$ cat src/rtl/spi_pkg.sv
// rtl/spi_pkg.sv - shared types and helpers for the configurable SPI master
package spi_pkg;

    typedef enum logic [2:0] {
        IDLE,
        SETUP,
        XFER,
        HOLD,
        DONE
    } state_e;

    // {cpol, cpha}
    localparam logic [1:0] MODE0 = 2'b00;
    localparam logic [1:0] MODE1 = 2'b01;
    localparam logic [1:0] MODE2 = 2'b10;
    localparam logic [1:0] MODE3 = 2'b11;

    function automatic int cs_width(input int num_cs);
        return (num_cs <= 1) ? 1 : $clog2(num_cs);
    endfunction

endpackage

$ cat src/rtl/spi_master_cfg_if.sv
// rtl/spi_master_cfg_if.sv - command/response handshake between bus bridge and SPI master
interface spi_master_cfg_if #(
    parameter int DATA_W = 32
);
    logic              cmd_valid;
    logic              cmd_ready;
    logic [DATA_W-1:0] cmd_data;
    logic              rsp_valid;
    logic [DATA_W-1:0] rsp_data;
    logic              busy;

    modport master (
        output cmd_valid, cmd_data,
        input  cmd_ready, rsp_valid, rsp_data, busy
    );

    modport slave (
        input  cmd_valid, cmd_data,
        output cmd_ready, rsp_valid, rsp_data, busy
    );
endinterface

$ cat src/rtl/spi_sclk_gen.sv
// rtl/spi_sclk_gen.sv - half-period timer, sclk register and leading/trailing edge strobes
module spi_sclk_gen #(
    parameter int DIV_W = 8
) (
    input  logic             clk,
    input  logic             rst,
    input  logic             cnt_en,
    input  logic             edge_en,
    input  logic             run,
    input  logic [DIV_W-1:0] div,
    input  logic             cpol,
    input  logic             park_level,
    output logic             seg_end,
    output logic             lead_stb,
    output logic             trail_stb,
    output logic             sclk
);

    logic [DIV_W-1:0] cnt_q, cnt_d;
    logic             sclk_q, sclk_d;
    logic             edge_stb;

    // The counter only ever reaches div, so div = all-ones cannot wrap early.
    always_comb begin
        seg_end   = cnt_en && (cnt_q == div);
        edge_stb  = seg_end && edge_en;
        lead_stb  = edge_stb && (sclk_q == cpol);
        trail_stb = edge_stb && (sclk_q != cpol);

        cnt_d = cnt_q + 1'b1;
        if (!cnt_en || seg_end) begin
            cnt_d = '0;
        end

        sclk_d = park_level;
        if (edge_stb) begin
            sclk_d = ~sclk_q;
        end else if (run) begin
            sclk_d = sclk_q;
        end
    end

    always_ff @(posedge clk or posedge rst) begin
        if (rst) begin
            cnt_q  <= '0;
            sclk_q <= 1'b0;
        end else begin
            cnt_q  <= cnt_d;
            sclk_q <= sclk_d;
        end
    end

    assign sclk = sclk_q;

endmodule

$ cat src/rtl/spi_master_cfg.sv
// rtl/spi_master_cfg.sv - SPI master with runtime mode, bit order, divider and one-hot chip selects
module spi_master_cfg
    import spi_pkg::*;
#(
    parameter  int DATA_W = 32,
    parameter  int NUM_CS = 4,
    parameter  int DIV_W  = 8,
    localparam int CS_W   = cs_width(NUM_CS)
) (
    input  logic              clk,
    input  logic              rst,
    input  logic              cfg_cpol,
    input  logic              cfg_cpha,
    input  logic              cfg_lsb_first,
    input  logic [DIV_W-1:0]  cfg_div,
    input  logic [CS_W-1:0]   cs_sel,
    spi_master_cfg_if.slave   bus,
    output logic              spi_sclk,
    output logic              spi_mosi,
    input  logic              spi_miso,
    output logic [NUM_CS-1:0] spi_cs_n
);

    localparam int BC_W = $clog2(DATA_W + 1);

    state_e              state_q, state_d;
    logic                cpol_q, cpol_d;
    logic                cpha_q, cpha_d;
    logic                lsb_q, lsb_d;
    logic [DIV_W-1:0]    div_q, div_d;
    logic [CS_W-1:0]     cs_q, cs_d;
    logic [DATA_W-1:0]   tx_q, tx_d;
    logic [DATA_W-1:0]   rx_q, rx_d;
    logic                mosi_q, mosi_d;
    logic [BC_W-1:0]     bit_cnt_q, bit_cnt_d;
    logic [NUM_CS-1:0]   cs_n_q, cs_n_d;
    logic                rsp_valid_q, rsp_valid_d;
    logic [DATA_W-1:0]   rsp_data_q, rsp_data_d;

    logic seg_end, lead_stb, trail_stb;
    logic edge_en, sample, drive;

    // Edges run from the end of SETUP until the last trailing edge; the
    // final XFER half-period then idles sclk at CPOL.
    assign edge_en = (state_q == SETUP) ||
                     ((state_q == XFER) && (bit_cnt_q != BC_W'(DATA_W)));

    spi_sclk_gen #(.DIV_W(DIV_W)) u_sclk_gen (
        .clk        (clk),
        .rst        (rst),
        .cnt_en     (state_q != IDLE),
        .edge_en    (edge_en),
        .run        (state_q == XFER),
        .div        (div_q),
        .cpol       (cpol_q),
        .park_level ((state_q == IDLE) ? cfg_cpol : cpol_q),
        .seg_end    (seg_end),
        .lead_stb   (lead_stb),
        .trail_stb  (trail_stb),
        .sclk       (spi_sclk)
    );

    always_comb begin
        state_d     = state_q;
        cpol_d      = cpol_q;
        cpha_d      = cpha_q;
        lsb_d       = lsb_q;
        div_d       = div_q;
        cs_d        = cs_q;
        tx_d        = tx_q;
        rx_d        = rx_q;
        mosi_d      = mosi_q;
        bit_cnt_d   = bit_cnt_q;
        rsp_valid_d = 1'b0;
        rsp_data_d  = rsp_data_q;

        sample = cpha_q ? trail_stb : lead_stb;
        drive  = cpha_q ? lead_stb
                        : (trail_stb && (bit_cnt_q != BC_W'(DATA_W - 1)));

        if (sample) begin
            rx_d = lsb_q ? {spi_miso, rx_q[DATA_W-1:1]} : {rx_q[DATA_W-2:0], spi_miso};
        end
        if (drive) begin
            mosi_d = lsb_q ? tx_q[0] : tx_q[DATA_W-1];
            tx_d   = lsb_q ? (tx_q >> 1) : (tx_q << 1);
        end
        if (trail_stb) begin
            bit_cnt_d = bit_cnt_q + 1'b1;
        end

        case (state_q)
            IDLE: begin
                if (bus.cmd_valid) begin
                    state_d   = SETUP;
                    cpol_d    = cfg_cpol;
                    cpha_d    = cfg_cpha;
                    lsb_d     = cfg_lsb_first;
                    div_d     = cfg_div;
                    cs_d      = cs_sel;
                    bit_cnt_d = '0;
                    rx_d      = '0;
                    tx_d      = bus.cmd_data;
                    // CPHA=0 slaves sample on the first edge, so bit one goes out now.
                    if (!cfg_cpha) begin
                        mosi_d = cfg_lsb_first ? bus.cmd_data[0] : bus.cmd_data[DATA_W-1];
                        tx_d   = cfg_lsb_first ? (bus.cmd_data >> 1) : (bus.cmd_data << 1);
                    end
                end
            end
            SETUP: if (seg_end) state_d = XFER;
            XFER:  if (seg_end && !edge_en) state_d = HOLD;
            HOLD: begin
                if (seg_end) begin
                    state_d     = DONE;
                    rsp_valid_d = 1'b1;
                    rsp_data_d  = rx_q;
                end
            end
            DONE:    if (seg_end) state_d = IDLE;
            default: state_d = IDLE;
        endcase

        cs_n_d = '1;
        if ((state_d == SETUP) || (state_d == XFER) || (state_d == HOLD)) begin
            for (int i = 0; i < NUM_CS; i++) begin
                if (cs_d == CS_W'(i)) begin
                    cs_n_d[i] = 1'b0;
                end
            end
        end
    end

    always_ff @(posedge clk or posedge rst) begin
        if (rst) begin
            state_q     <= IDLE;
            cpol_q      <= 1'b0;
            cpha_q      <= 1'b0;
            lsb_q       <= 1'b0;
            div_q       <= '0;
            cs_q        <= '0;
            tx_q        <= '0;
            rx_q        <= '0;
            mosi_q      <= 1'b0;
            bit_cnt_q   <= '0;
            cs_n_q      <= '1;
            rsp_valid_q <= 1'b0;
            rsp_data_q  <= '0;
        end else begin
            state_q     <= state_d;
            cpol_q      <= cpol_d;
            cpha_q      <= cpha_d;
            lsb_q       <= lsb_d;
            div_q       <= div_d;
            cs_q        <= cs_d;
            tx_q        <= tx_d;
            rx_q        <= rx_d;
            mosi_q      <= mosi_d;
            bit_cnt_q   <= bit_cnt_d;
            cs_n_q      <= cs_n_d;
            rsp_valid_q <= rsp_valid_d;
            rsp_data_q  <= rsp_data_d;
        end
    end

    assign bus.cmd_ready = (state_q == IDLE);
    assign bus.busy      = (state_q != IDLE);
    assign bus.rsp_valid = rsp_valid_q;
    assign bus.rsp_data  = rsp_data_q;
    assign spi_mosi      = mosi_q;
    assign spi_cs_n      = cs_n_q;

endmodule

$ cat src/flat_wrapper.sv
// flat-port wrapper written by rule: the top's interface ports become plain ports
module spi_master_cfg_flat import spi_pkg::*;
#(
    parameter  int DATA_W = 32,
    parameter  int NUM_CS = 4,
    parameter  int DIV_W  = 8,
    localparam int CS_W   = cs_width(NUM_CS)
)
  (clk, rst, cfg_cpol, cfg_cpha, cfg_lsb_first, cfg_div, cs_sel, spi_sclk, spi_mosi, spi_miso, spi_cs_n, bus_cmd_valid, bus_cmd_data, bus_cmd_ready, bus_rsp_valid, bus_rsp_data, bus_busy);
  spi_master_cfg_if #(.DATA_W(DATA_W)) bus_i ();
  input  logic clk;
  input  logic rst;
  input  logic cfg_cpol;
  input  logic cfg_cpha;
  input  logic cfg_lsb_first;
  input  logic [DIV_W-1:0] cfg_div;
  input  logic [CS_W-1:0] cs_sel;
  output logic spi_sclk;
  output logic spi_mosi;
  input  logic spi_miso;
  output logic [NUM_CS-1:0] spi_cs_n;
  input wire logic [$bits(bus_i.cmd_valid)-1:0] bus_cmd_valid;
  input wire logic [$bits(bus_i.cmd_data)-1:0] bus_cmd_data;
  output wire logic [$bits(bus_i.cmd_ready)-1:0] bus_cmd_ready;
  output wire logic [$bits(bus_i.rsp_valid)-1:0] bus_rsp_valid;
  output wire logic [$bits(bus_i.rsp_data)-1:0] bus_rsp_data;
  output wire logic [$bits(bus_i.busy)-1:0] bus_busy;
  assign bus_i.cmd_valid = bus_cmd_valid;
  assign bus_i.cmd_data = bus_cmd_data;
  assign bus_cmd_ready = bus_i.cmd_ready;
  assign bus_rsp_valid = bus_i.rsp_valid;
  assign bus_rsp_data = bus_i.rsp_data;
  assign bus_busy = bus_i.busy;
  spi_master_cfg #(.DATA_W(DATA_W), .NUM_CS(NUM_CS), .DIV_W(DIV_W)) u_core (.clk(clk), .rst(rst), .cfg_cpol(cfg_cpol), .cfg_cpha(cfg_cpha), .cfg_lsb_first(cfg_lsb_first), .cfg_div(cfg_div), .cs_sel(cs_sel), .bus(bus_i), .spi_sclk(spi_sclk), .spi_mosi(spi_mosi), .spi_miso(spi_miso), .spi_cs_n(spi_cs_n));
endmodule
$ cat config.mk
export PLATFORM = sky130hd
export DESIGN_NAME = spi_master_cfg_flat
export DESIGN_NICKNAME = d
export VERILOG_FILES = /design/src/rtl/spi_pkg.sv /design/src/rtl/spi_master_cfg_if.sv /design/src/rtl/spi_sclk_gen.sv /design/src/rtl/spi_master_cfg.sv /design/src/flat_wrapper.sv
export SDC_FILE = /design/constraint.sdc
export NUM_CORES = 1
export LEC_CHECK = 0
export BUFFER_PORTS_ARGS = -buffer_cell sky130_fd_sc_hd__buf_4
export CORE_MARGIN = 1.5
export CORE_UTILIZATION = 30
export CTS_BUF_LIST = sky130_fd_sc_hd__clkbuf_8
export CTS_CLUSTER_DIAMETER = 120
export DETAILED_ROUTE_END_ITERATION = 8
export GPL_TIMING_DRIVEN = 0
export PLACE_DENSITY = 0.55
export SETUP_SLACK_MARGIN = 0.1
export SYNTH_ARGS = -nofsm -noshare
export SYNTH_HDL_FRONTEND = slang
export SYNTH_HIERARCHICAL = 1
export SYNTH_SLANG_ARGS = --single-unit
export TNS_END_PERCENT = 10
$ cat constraint.sdc
create_clock -name clk -period 3.7 [get_ports clk]
set_clock_uncertainty 0.2 [all_clocks]
set_input_delay 0 -clock clk [delete_from_list [all_inputs] [get_ports clk]]
set_output_delay 0 -clock clk [all_outputs]
set_load 0.02 [all_outputs]
==> results of run 1 <==
-- cell families after synthesis --
group / Yosys count / share of synthesized area
adders and majority gates: 3 / 0.005229
AOI/OAI and AO/OA: 117 / 0.1270
muxes: 98 / 0.1373
DFF: 133 / 0.4643
buffers and inverters: 70 / 0.04932
and+or+nand+nor: 320 / 0.1924
xor gates and xnor gates: 20 / 0.02440
-- sequential cells by signal (all words and copies together) (netlist names) --
signal	flops
u_core/lsb_q	1
u_core/bus.rsp_data	32
u_core/state_q	3
u_core/tx_q	32
u_core/cs_q	2
u_core/u_sclk_gen/cnt_q	8
u_core/rx_q	32
u_core/bit_cnt_q	6
u_core/bus.rsp_valid	1
u_core/div_q	8
u_core/spi_cs_n	4
u_core/cpha_q	1
u_core/u_sclk_gen/sclk	1
u_core/cpol_q	1
u_core/spi_mosi	1
-- worst max-delay path, stage by stage, from the launching register on --
cell and delay [ns]:
sky130_fd_sc_hd__dfrtp_1 0.32, sky130_fd_sc_hd__buf_2 0.18, sky130_fd_sc_hd__clkinv_1 0.21, sky130_fd_sc_hd__a211o_1 0.27, sky130_fd_sc_hd__a21oi_1 0.22, sky130_fd_sc_hd__nand4_2 0.17
sky130_fd_sc_hd__nor2b_1 0.14, sky130_fd_sc_hd__buf_2 0.19, sky130_fd_sc_hd__mux2_2 0.18, sky130_fd_sc_hd__buf_2 0.20, sky130_fd_sc_hd__clkbuf_1 0.40, sky130_fd_sc_hd__a211oi_1 0.16
-- report_power, final --
group | total, µW | switching [µW] | internal, µW
Sequential | 2750 | 600 | 2150
Combinational | 2910 | 1540 | 1370
Clock | 1350 | 576 | 777
Total | 7010 | 2720 | 4290
-- timing repair --
| action | 4_1_cts | 5_1_grt |
|---|---|---|
| setup buffers | 0 | 0 |
| endpoints found under the hold margin | 186 | 0 |
| resized for setup | 0 | 0 |
| hold buffers | 86 | 0 |
-- area by class of cell --
class,instances,area (µm²),share of cell area
tap,319,399.1,0.04176
clock buffer,20,275.3,0.02880
inverter,9,38.79,0.004058
timing repair buffer,174,1541,0.1613
buffer,61,320.3,0.03351
multi-input combinational,558,3492,0.3654
sequential,133,3333,0.3487
clock inverter,11,157.7,0.01649
-- stage by stage --
step | setup WS, ns | instance area (µm²) | cells | total power (µW) | hold slack, ns
floorplan | 0.2074 | 7179 | 761 | 4694 | -0.3721
global placement | -1.640 | 8232 | 1167 | 5550 | -0.1954
detailed placement | 0.7352 | 8264 | 1168 | 5599 | -0.1765
CTS | 0.7088 | 9558 | 1285 | 7079 | 0.02351
global route | 0.4247 | 9558 | 1285 | 7517 | 0.08188
finish | 0.7140 | 9558 | 1285 | 7014 | 0.08713
-- layer usage --
metal,vias to the layer above,wire length (µm),part of all wire,GRT usage
met5,-,0,0,0
met2,113,8926,0.46,0.2590
met4,0,386,0.020,0.05705
met3,22,694,0.036,0.02929
li1,3033,-,-,-
met1,3005,9322,0.48,0.2180
-- cells in the final DEF (no fill, tap or decap), types with 4 or more instances in the layout --
master	instances
sky130_fd_sc_hd__nand2_1	207
sky130_fd_sc_hd__dfrtp_1	129
sky130_fd_sc_hd__mux2i_1	94
sky130_fd_sc_hd__buf_4	92
sky130_fd_sc_hd__dlygate4sd3_1	86
sky130_fd_sc_hd__nor2_1	53
sky130_fd_sc_hd__o21ai_0	36
sky130_fd_sc_hd__nand3_1	33
sky130_fd_sc_hd__a211oi_1	33
sky130_fd_sc_hd__buf_2	27
sky130_fd_sc_hd__clkbuf_1	22
sky130_fd_sc_hd__clkbuf_8	20
sky130_fd_sc_hd__xor2_1	16
sky130_fd_sc_hd__o311ai_1	15
sky130_fd_sc_hd__o311ai_2	12
sky130_fd_sc_hd__inv_1	9
sky130_fd_sc_hd__buf_6	5
sky130_fd_sc_hd__a21oi_1	5
sky130_fd_sc_hd__bufinv_16	4
sky130_fd_sc_hd__mux2_2	4
sky130_fd_sc_hd__nand4_1	4
sky130_fd_sc_hd__xnor2_1	4
sky130_fd_sc_hd__nor3_1	4
sky130_fd_sc_hd__nor3b_1	4
sky130_fd_sc_hd__dfstp_2	4
-- final timing paths --
kind	startpoint	endpoint	slack (ns)	depth (start not counted)
worst min register to register	u_core/bus.rsp_data[1]	u_core/bus.rsp_data[1]	0.28	2
worst max register to register	u_core/state_q[1]	u_core/rx_q[20]	0.71	11
worst min-delay path	cfg_div[0]	u_core/div_q[0]	0.09	4
worst max-delay path	u_core/state_q[1]	u_core/rx_q[20]	0.71	11
max in group asynchronous	rst	u_core/rx_q[4]	1.97	5
min in group asynchronous	rst	u_core/u_sclk_gen/cnt_q[0]	0.53	4
==> impl_summary.txt, run 1 <==
----------------------------------------------------
[Floorplan]
  Placeable core area ... 23,470 µm²
  Number of primary I/O pins ... 90
  Starting density of the core ... 0.3059
  Std-Cell Rows ... between 50 and 60
  Die X ... between 150 and 200 µm
  Die footprint ... ~25,000 µm²
  Vertical extent of the die ... 157.7 µm

[Yosys]
  Distinct cells, synth ... slightly above 50
  Fraction of the yosys area taken by sequential cells ... 0.4643
  Post-synth top cells ... sky130_fd_sc_hd__nand2_1, sky130_fd_sc_hd__dfrtp_1, sky130_fd_sc_hd__mux2i_1, sky130_fd_sc_hd__nor2_1, sky130_fd_sc_hd__o21ai_0
  Yosys Warn Count ... 6
  Synthesized Nets ... 813
  Post-synthesis average cell area ... 9.434 µm²
  Top-area cell type share of the netlist area ... 0.4496
  Top cells by area in the synthesized netlist ... sky130_fd_sc_hd__dfrtp_1, sky130_fd_sc_hd__mux2i_1, sky130_fd_sc_hd__nand2_1
  Synthesized flop and latch total ... 133
  EDFF count, synth ... 0
  Proportion of synthesized flip-flops having asynchronous set or reset ... 1.000
  Cells after Synth ... 761
  Post-synthesis cell area ... 7179 µm²
  Most common cell in the netlist ... sky130_fd_sc_hd__nand2_1
  Flip-flop cell with the highest count after synthesis ... sky130_fd_sc_hd__dfrtp_1
  Cell type with the largest total area after synthesis ... sky130_fd_sc_hd__dfrtp_1

[Critical path]
  Sort of element at the start of the critical path ... flip-flop
  WS Path Type ... reg -> reg
  Crit path max fanout ... 10
  Worst Path Required ... 3.80 ns
  Category of the worst setup path capture point ... flip-flop
  Arrival time at the worst endpoint ... 3.08 ns

[Final layout]
  P&R area growth vs syn ... 33.13%
  Post-layout nets ... approximately 1.0k
  Final core utilization ... 0.4072
  Number of inserted diodes ... 0
  Fraction of layout cells with a size suffix above 1 ... 0.1894
  Total of fill cells in the finished design ... 2,305

[Detailed routing]
  Routed wire per std cell ... between 15 and 20 µm
  Remaining routing DRC violations ... 0
  Vias per std cell ... 4.804
  Final wirelength ... 19,330 µm
  Vias post-DR ... approximately 6.2k
  DRC marker count from the first detailed-route iteration ... 388
  Post-detailed-route count of antenna-violating nets ... 0
  First drt pass iteration count ... 4

[STA]
  Period Utilization, post-route ... 0.8070
  Rel. slew slack ... 0.5283
  Setup repair after global routing missed its margin ... false
  Setup TNS ... 0 ns
  Fin. Hold Viols ... 0
  Min cycle time layout ... between 2 and 3 ns
  Number of max-slew violations in the final report ... 0
  Transition time of the tightest slew-check pin ... 0.7046 ns
  Final setup fails ... 0
  Max Clk Rate ... 334.9 MHz

[Clock tree]
  TritonCTS sink count ... 133
  TritonCTS Buffers ... 17
  TritonCTS clock tree ... done
  Maximum level of the CTS H-tree ... 4
  Max Buffers Root-to-Sink ... 2
  Root Driver ... sky130_fd_sc_hd__clkbuf_8
  Clk pin slew, worst setup/hold paths ... roughly 0.080 ns
  Latest clock arrival within the worst-skew pair ... 0.44 ns

[Power and ir drop]
  Leakage power figure ... 0.004464 µW
  Peak supply drop ... 0.3760 mV
  Areal power density over the cells ... between 700 and 800 nW/µm²

[Outcome]
  Status ... complete, no violations

[GRT]
  Global-route wire length before repair ... 31,720 µm
  Initial antenna violation count ... 0
  Number of global-route vias before repair ... 6,185
  Largest net degree at the start of global routing ... 84
  Overall track demand over capacity in global routing ... 0.1616
  GRT Residual Overflow ... 0

[Placement]
  IO buf count ... 87
  Dpl hpwl ... 13,010 µm
  Global placement routability congestion ... between 0.7 and 0.8

[Hold path]
  HP Class ... in -> reg

[Job]
  Max-cap violations ... 0

----------------------------------------------------
Power figures use the tool's default switching activity.
==> run 2, diff against run 1 <==
ABC_AREA = 1   (was unset)
clock period = 2.54 ns   (was 3.7 ns; I/O delays follow)
==> run 2 against run 1 <==
Die area barely moved. Clock power rose by 31%. Global-route usage rose by 1.0 points. Final cell count rose by 18%. Utilization rose by 1.4 points. Fmax rose by 24%. Sequential share of layout area fell by 1.1 points. First-iteration DRC count rose by 8.5%. Register-to-register slack got worse by 0.59 ns. Worst setup slack got worse by 0.59 ns. Hold slack got worse by 0.017 ns. Critical path depth rose by 4.
==> impl_summary.txt, run 2 <==
----------------------------------------------------
[Outcome]
  Status ... complete, no violations (unchanged)

[Final layout]
  Total of fill cells in the finished design ... 2,423 (was 2,305)
  Multi-input combinational cell area ... 3343 µm² (was 3492 µm²)
  Number of inserted diodes ... 0 (unchanged)
  Most frequent cells in the layout ... sky130_fd_sc_hd__nand2_1, sky130_fd_sc_hd__dfrtp_1, sky130_fd_sc_hd__buf_4 (was sky130_fd_sc_hd__nand2_1, sky130_fd_sc_hd__dfrtp_1, sky130_fd_sc_hd__mux2i_1)
  Finished Layout Cells ... 1,516 (was 1,285)
  Most common library cell in the layout ignoring fill and taps ... sky130_fd_sc_hd__nand2_1 (unchanged)
  Area of all placed cells without fillers ... 9887 µm² (was 9558 µm²)
  Flip-flop and latch area ... 3336 µm² (was 3333 µm²)
  Fraction of layout cells with a size suffix above 1 ... 0.2072 (was 0.1894)
  P&R area growth vs syn ... 37.83% (was 33.13%)
  Post-layout nets ... 1,236 (was 1,006)

[Clock tree]
  TritonCTS sink count ... 133 (unchanged)
  TritonCTS clock tree ... done (unchanged)
  Root Driver ... sky130_fd_sc_hd__clkbuf_8 (unchanged)
  Latest clock arrival within the worst-skew pair ... 0.46 ns (was 0.44 ns)
  Maximum level of the CTS H-tree ... 4 (unchanged)
  TritonCTS Buffers ... 17 (unchanged)
  Max Buffers Root-to-Sink ... 2 (unchanged)
  Clk pin slew, worst setup/hold paths ... 0.07 ns (was 0.08 ns)

[Yosys]
  Fraction of the yosys area taken by sequential cells ... 0.4647 (was 0.4643)
  Cell type with the largest total area after synthesis ... sky130_fd_sc_hd__dfrtp_1 (unchanged)
  Most common cell in the netlist ... sky130_fd_sc_hd__nand2_1 (unchanged)
  Synthesized flop and latch total ... 133 (unchanged)
  Top cells by area in the synthesized netlist ... sky130_fd_sc_hd__dfrtp_1, sky130_fd_sc_hd__nand2_1, sky130_fd_sc_hd__nand3_1 (was sky130_fd_sc_hd__dfrtp_1, sky130_fd_sc_hd__mux2i_1, sky130_fd_sc_hd__nand2_1)
  Cells after Synth ... 978 (was 761)
  EDFF count, synth ... 0 (unchanged)
  Proportion of synthesized flip-flops having asynchronous set or reset ... 1.000 (unchanged)
  Distinct cells, synth ... 38 (was 51)
  Synthesized Nets ... 1,030 (was 813)
  Post-synth top cells ... sky130_fd_sc_hd__nand2_1, sky130_fd_sc_hd__dfrtp_1, sky130_fd_sc_hd__nand3_1, sky130_fd_sc_hd__inv_1, sky130_fd_sc_hd__o21ai_0 (was sky130_fd_sc_hd__nand2_1, sky130_fd_sc_hd__dfrtp_1, sky130_fd_sc_hd__mux2i_1, sky130_fd_sc_hd__nor2_1, sky130_fd_sc_hd__o21ai_0)
  Post-synthesis cell area ... 7173 µm² (was 7179 µm²)
  Yosys Warn Count ... 6 (unchanged)
  Flip-flop cell with the highest count after synthesis ... sky130_fd_sc_hd__dfrtp_1 (unchanged)
  Top-area cell type share of the netlist area ... 0.4500 (was 0.4496)
  Post-synthesis average cell area ... 7.334 µm² (was 9.434 µm²)

[STA]
  Fin. Hold Viols ... 0 (unchanged)
  Period Utilization, post-route ... 0.9498 (was 0.8070)
  Transition time of the tightest slew-check pin ... 0.8228 ns (was 0.7046 ns)
  Max Clk Rate ... 414.5 MHz (was 334.9 MHz)
  Min cycle time layout ... 2.413 ns (was 2.986 ns)
  Number of max-slew violations in the final report ... 0 (unchanged)
  Final setup fails ... 0 (unchanged)
  Setup repair after global routing missed its margin ... true (was false)
  Rel. slew slack ... 0.4503 (was 0.5283)

[Power and ir drop]
  Switch Pwr ... 3752 µW (was 2719 µW)
  Areal power density over the cells ... 926.9 nW/µm² (was 733.8 nW/µm²)
  P_int ... 5412 µW (was 4294 µW)
  Leakage power figure ... 0.004958 µW (was 0.004464 µW)
  Comb pwr share ... 0.425 (was 0.416)
  Clock network fraction of design power ... 0.193 (about the same)
  Sequential share of power ... 0.382 (was 0.392)
  Switching power share of the total ... 0.4095 (was 0.3877)
  Peak supply drop ... 0.3848 mV (was 0.3760 mV)

[GRT]
  Initial antenna violation count ... 0 (unchanged)
  Met2 GRT Util ... 0.2824 (was 0.2590)
  Global-route wire length before repair ... 33,490 µm (was 31,720 µm)
  Number of global-route vias before repair ... 6,744 (was 6,185)
  GRT Residual Overflow ... 0 (unchanged)
  Largest net degree at the start of global routing ... 35 (was 84)
  Most crowded layer after global routing ... met2 (unchanged)
  Fraction of met3 tracks used by global routing ... 0.03066 (was 0.02929)
  GRT met1 Usage ... 0.2308 (was 0.2180)
  Overall track demand over capacity in global routing ... 0.1716 (was 0.1616)

[Detailed routing]
  DRC marker count from the first detailed-route iteration ... 421 (was 388)
  Vias per std cell ... 4.676 (was 4.804)
  Final wirelength ... 20,620 µm (was 19,330 µm)
  First drt pass iteration count ... 7 (was 4)
  Post-detailed-route count of antenna-violating nets ... 0 (unchanged)
  Remaining routing DRC violations ... 0 (unchanged)
  Routed wire per std cell ... 13.60 µm (was 15.04 µm)
  Vias post-DR ... 7,089 (was 6,173)

[Floorplan]
  Number of primary I/O pins ... 90 (unchanged)
  Die X ... 157.6 µm (was 157.7 µm)
  Placeable core area ... 23,470 µm² (unchanged)
  Starting density of the core ... 0.3056 (was 0.3059)
  Std-Cell Rows ... 56 (unchanged)
  Die footprint ... 24,850 µm² (was 24,870 µm²)
  Vertical extent of the die ... 157.6 µm (was 157.7 µm)

[Critical path]
  WS Path Type ... reg -> reg (unchanged)
  Critical-path cell with the highest stage delay ... sky130_fd_sc_hd__dfrtp_2 (was sky130_fd_sc_hd__clkbuf_1)
  Worst r2r src ... u_core/u_sclk_gen/cnt_q[2] (was u_core/state_q[1])
  Sort of element at the start of the critical path ... flip-flop (unchanged)
  Worst path bufs/invs ... 2 (was 5)
  Worst r2r dst ... u_core/tx_q[9] (was u_core/rx_q[20])
  Crit path max fanout ... 8 (was 10)
  Category of the worst setup path capture point ... flip-flop (unchanged)
  Critical path's largest stage delay ... 0.43 ns (was 0.40 ns)
  Worst Path Required ... 2.67 ns (was 3.80 ns)
  Internal reg-to-reg setup slack ... 0.13 ns (was 0.71 ns)
  Top Family by Delay on Critical Path ... simple AND/OR/NAND/NOR gates (was buffers and inverters)
  Most frequent CP cell ... sky130_fd_sc_hd__nand2_1 (was sky130_fd_sc_hd__buf_2)
  Arrival time at the worst endpoint ... 2.55 ns (was 3.08 ns)
  Cells traversed along the worst timing path ... nand2_1, nand2_1, nor2_1, nand2_1, nor2_4, nand3_2, nor2_1, buf_4, nand2_2, o21bai_4, nand2_4, clkbuf_16, nand2_2, nand3_1, nand2_1 (was buf_2, clkinv_1, a211o_1, a21oi_1, nand4_2, nor2b_1, buf_2, mux2_2, buf_2, clkbuf_1, a211oi_1)
  Depth of the worst register-to-register path ... 15 (was 11)

[Placement]
  Dpl hpwl ... 14,270 µm (was 13,010 µm)
  Placed insts ... 1,388 (was 1,168)
  IO buf count ... 88 (was 87)
  DP Area ... 8297 µm² (was 8264 µm²)
  Global placement routability congestion ... 0.8817 (was 0.7784)

[Job]
  Max-cap violations ... 0 (unchanged)

[Hold path]
  HP Class ... in -> async (was in -> reg)

----------------------------------------------------
run 2: changes by cell type after synthesis, moves of 7 or more:
cell	previous run	this run
sky130_fd_sc_hd__a211oi_1	33	0
sky130_fd_sc_hd__nor2_1	53	35
sky130_fd_sc_hd__inv_1	8	95
sky130_fd_sc_hd__buf_2	27	34
sky130_fd_sc_hd__a31oi_1	3	32
sky130_fd_sc_hd__xor2_1	16	4
sky130_fd_sc_hd__o311ai_1	15	0
sky130_fd_sc_hd__o2111ai_1	0	14
sky130_fd_sc_hd__o21ai_0	36	61
sky130_fd_sc_hd__mux2i_1	94	7
sky130_fd_sc_hd__nand2_1	207	382
sky130_fd_sc_hd__nand3_1	33	106
sky130_fd_sc_hd__o311ai_2	12	0
run 2: metrics by stage:
| step | total power (µW) | setup TNS (ns) | setup WS, ns | hold slack [ns] | utilization |
|---|---|---|---|---|---|
| after floorplan | 5894 | 0 | 0.2353 | -0.3721 | - |
| after global placement | 6968 | -29.65 | -0.3065 | -0.1734 | 0.3509 |
| after detailed placement | 7027 | -14.21 | -0.3453 | -0.1716 | 0.3535 |
| after CTS | 8983 | 0 | 0.007840 | 0.05466 | 0.4060 |
| after global routing | 9932 | -0.08205 | -0.06719 | 0.07909 | 0.4212 |
| final | 9164 | 0 | 0.1275 | 0.07003 | 0.4212 |
run 2: worst reg2reg max path, cell delays in order (launching register included):
cell and delay (ns):
sky130_fd_sc_hd__dfrtp_2 0.43, sky130_fd_sc_hd__nand2_1 0.07, sky130_fd_sc_hd__nand2_1 0.05, sky130_fd_sc_hd__nor2_1 0.11, sky130_fd_sc_hd__nand2_1 0.11, sky130_fd_sc_hd__nor2_4 0.16, sky130_fd_sc_hd__nand3_2 0.12, sky130_fd_sc_hd__nor2_1 0.12
sky130_fd_sc_hd__buf_4 0.14, sky130_fd_sc_hd__nand2_2 0.05, sky130_fd_sc_hd__o21bai_4 0.22, sky130_fd_sc_hd__nand2_4 0.17, sky130_fd_sc_hd__clkbuf_16 0.17, sky130_fd_sc_hd__nand2_2 0.05, sky130_fd_sc_hd__nand3_1 0.06, sky130_fd_sc_hd__nand2_1 0.05
run 2: per-layer routing:
metal | vias up | wire length, µm | part of all wire
met5 | - | 0 | 0
met3 | 16 | 716 | 0.035
met2 | 162 | 9711 | 0.47
li1 | 3569 | - | -
met1 | 3342 | 9977 | 0.48
met4 | 0 | 212 | 0.010
run 2: what timing repair did:
item | in CTS | in global routing
resized for setup | 15 | 78
hold buffers | 80 | 0
pin swaps | 0 | 12
hold endpoints to repair | 136 | 0
setup buffers | 0 | 12
endpoints found under the setup margin | 95 | 101
gates cloned | 0 | 4
run 2: worst max path at each step:
stage / startpoint / endpoint / slack (ns) / cells past startpoint
6_report: u_core/u_sclk_gen/cnt_q[2] / u_core/tx_q[9] / 0.13 / 15
5_1_grt: u_core/div_q[2] / u_core/bit_cnt_q[5] / -0.07 / 16
4_1_cts: u_core/bit_cnt_q[0] / u_core/tx_q[19] / 0.008 / 15
3_5_place_dp: u_core/state_q[1] / u_core/rx_q[8] / -0.35 / 12
3_3_place_gp: u_core/state_q[1] / u_core/rx_q[4] / -0.31 / 12
2_1_floorplan: u_core/state_q[0] / u_core/spi_mosi / 0.24 / 13
run 2: power by group through the flow:
stage / clock, µW / combinational [µW] / sequential, µW
final: 1770 / 3890 / 3500
after global routing: 1930 / 4390 / 3620
after CTS: 1830 / 3650 / 3500
after detailed placement: 0 / 3490 / 3540
after global placement: 0 / 3430 / 3540
after floorplan: 0 / 2300 / 3590
run 2: logic make-up after synthesis:
kind of cell    count (synthesis)  share of synthesized area
fa+ha+maj                       3                   0.005233
compound gates                136                     0.1139
xor+xnor                        6                   0.007326
buf+inv                       157                    0.09175
flops                         133                     0.4647
simple gates                  536                     0.3073
mux                             7                   0.009768
run 2: layout make-up:
type                       count  area share
multi-input combinational    689      0.3381
clock inverter                13     0.01341
buffer                        58     0.03594
tap                          319     0.04037
inverter                      99     0.03822
clock buffer                  19     0.02645
sequential                   133      0.3374
timing repair buffer         186      0.1701
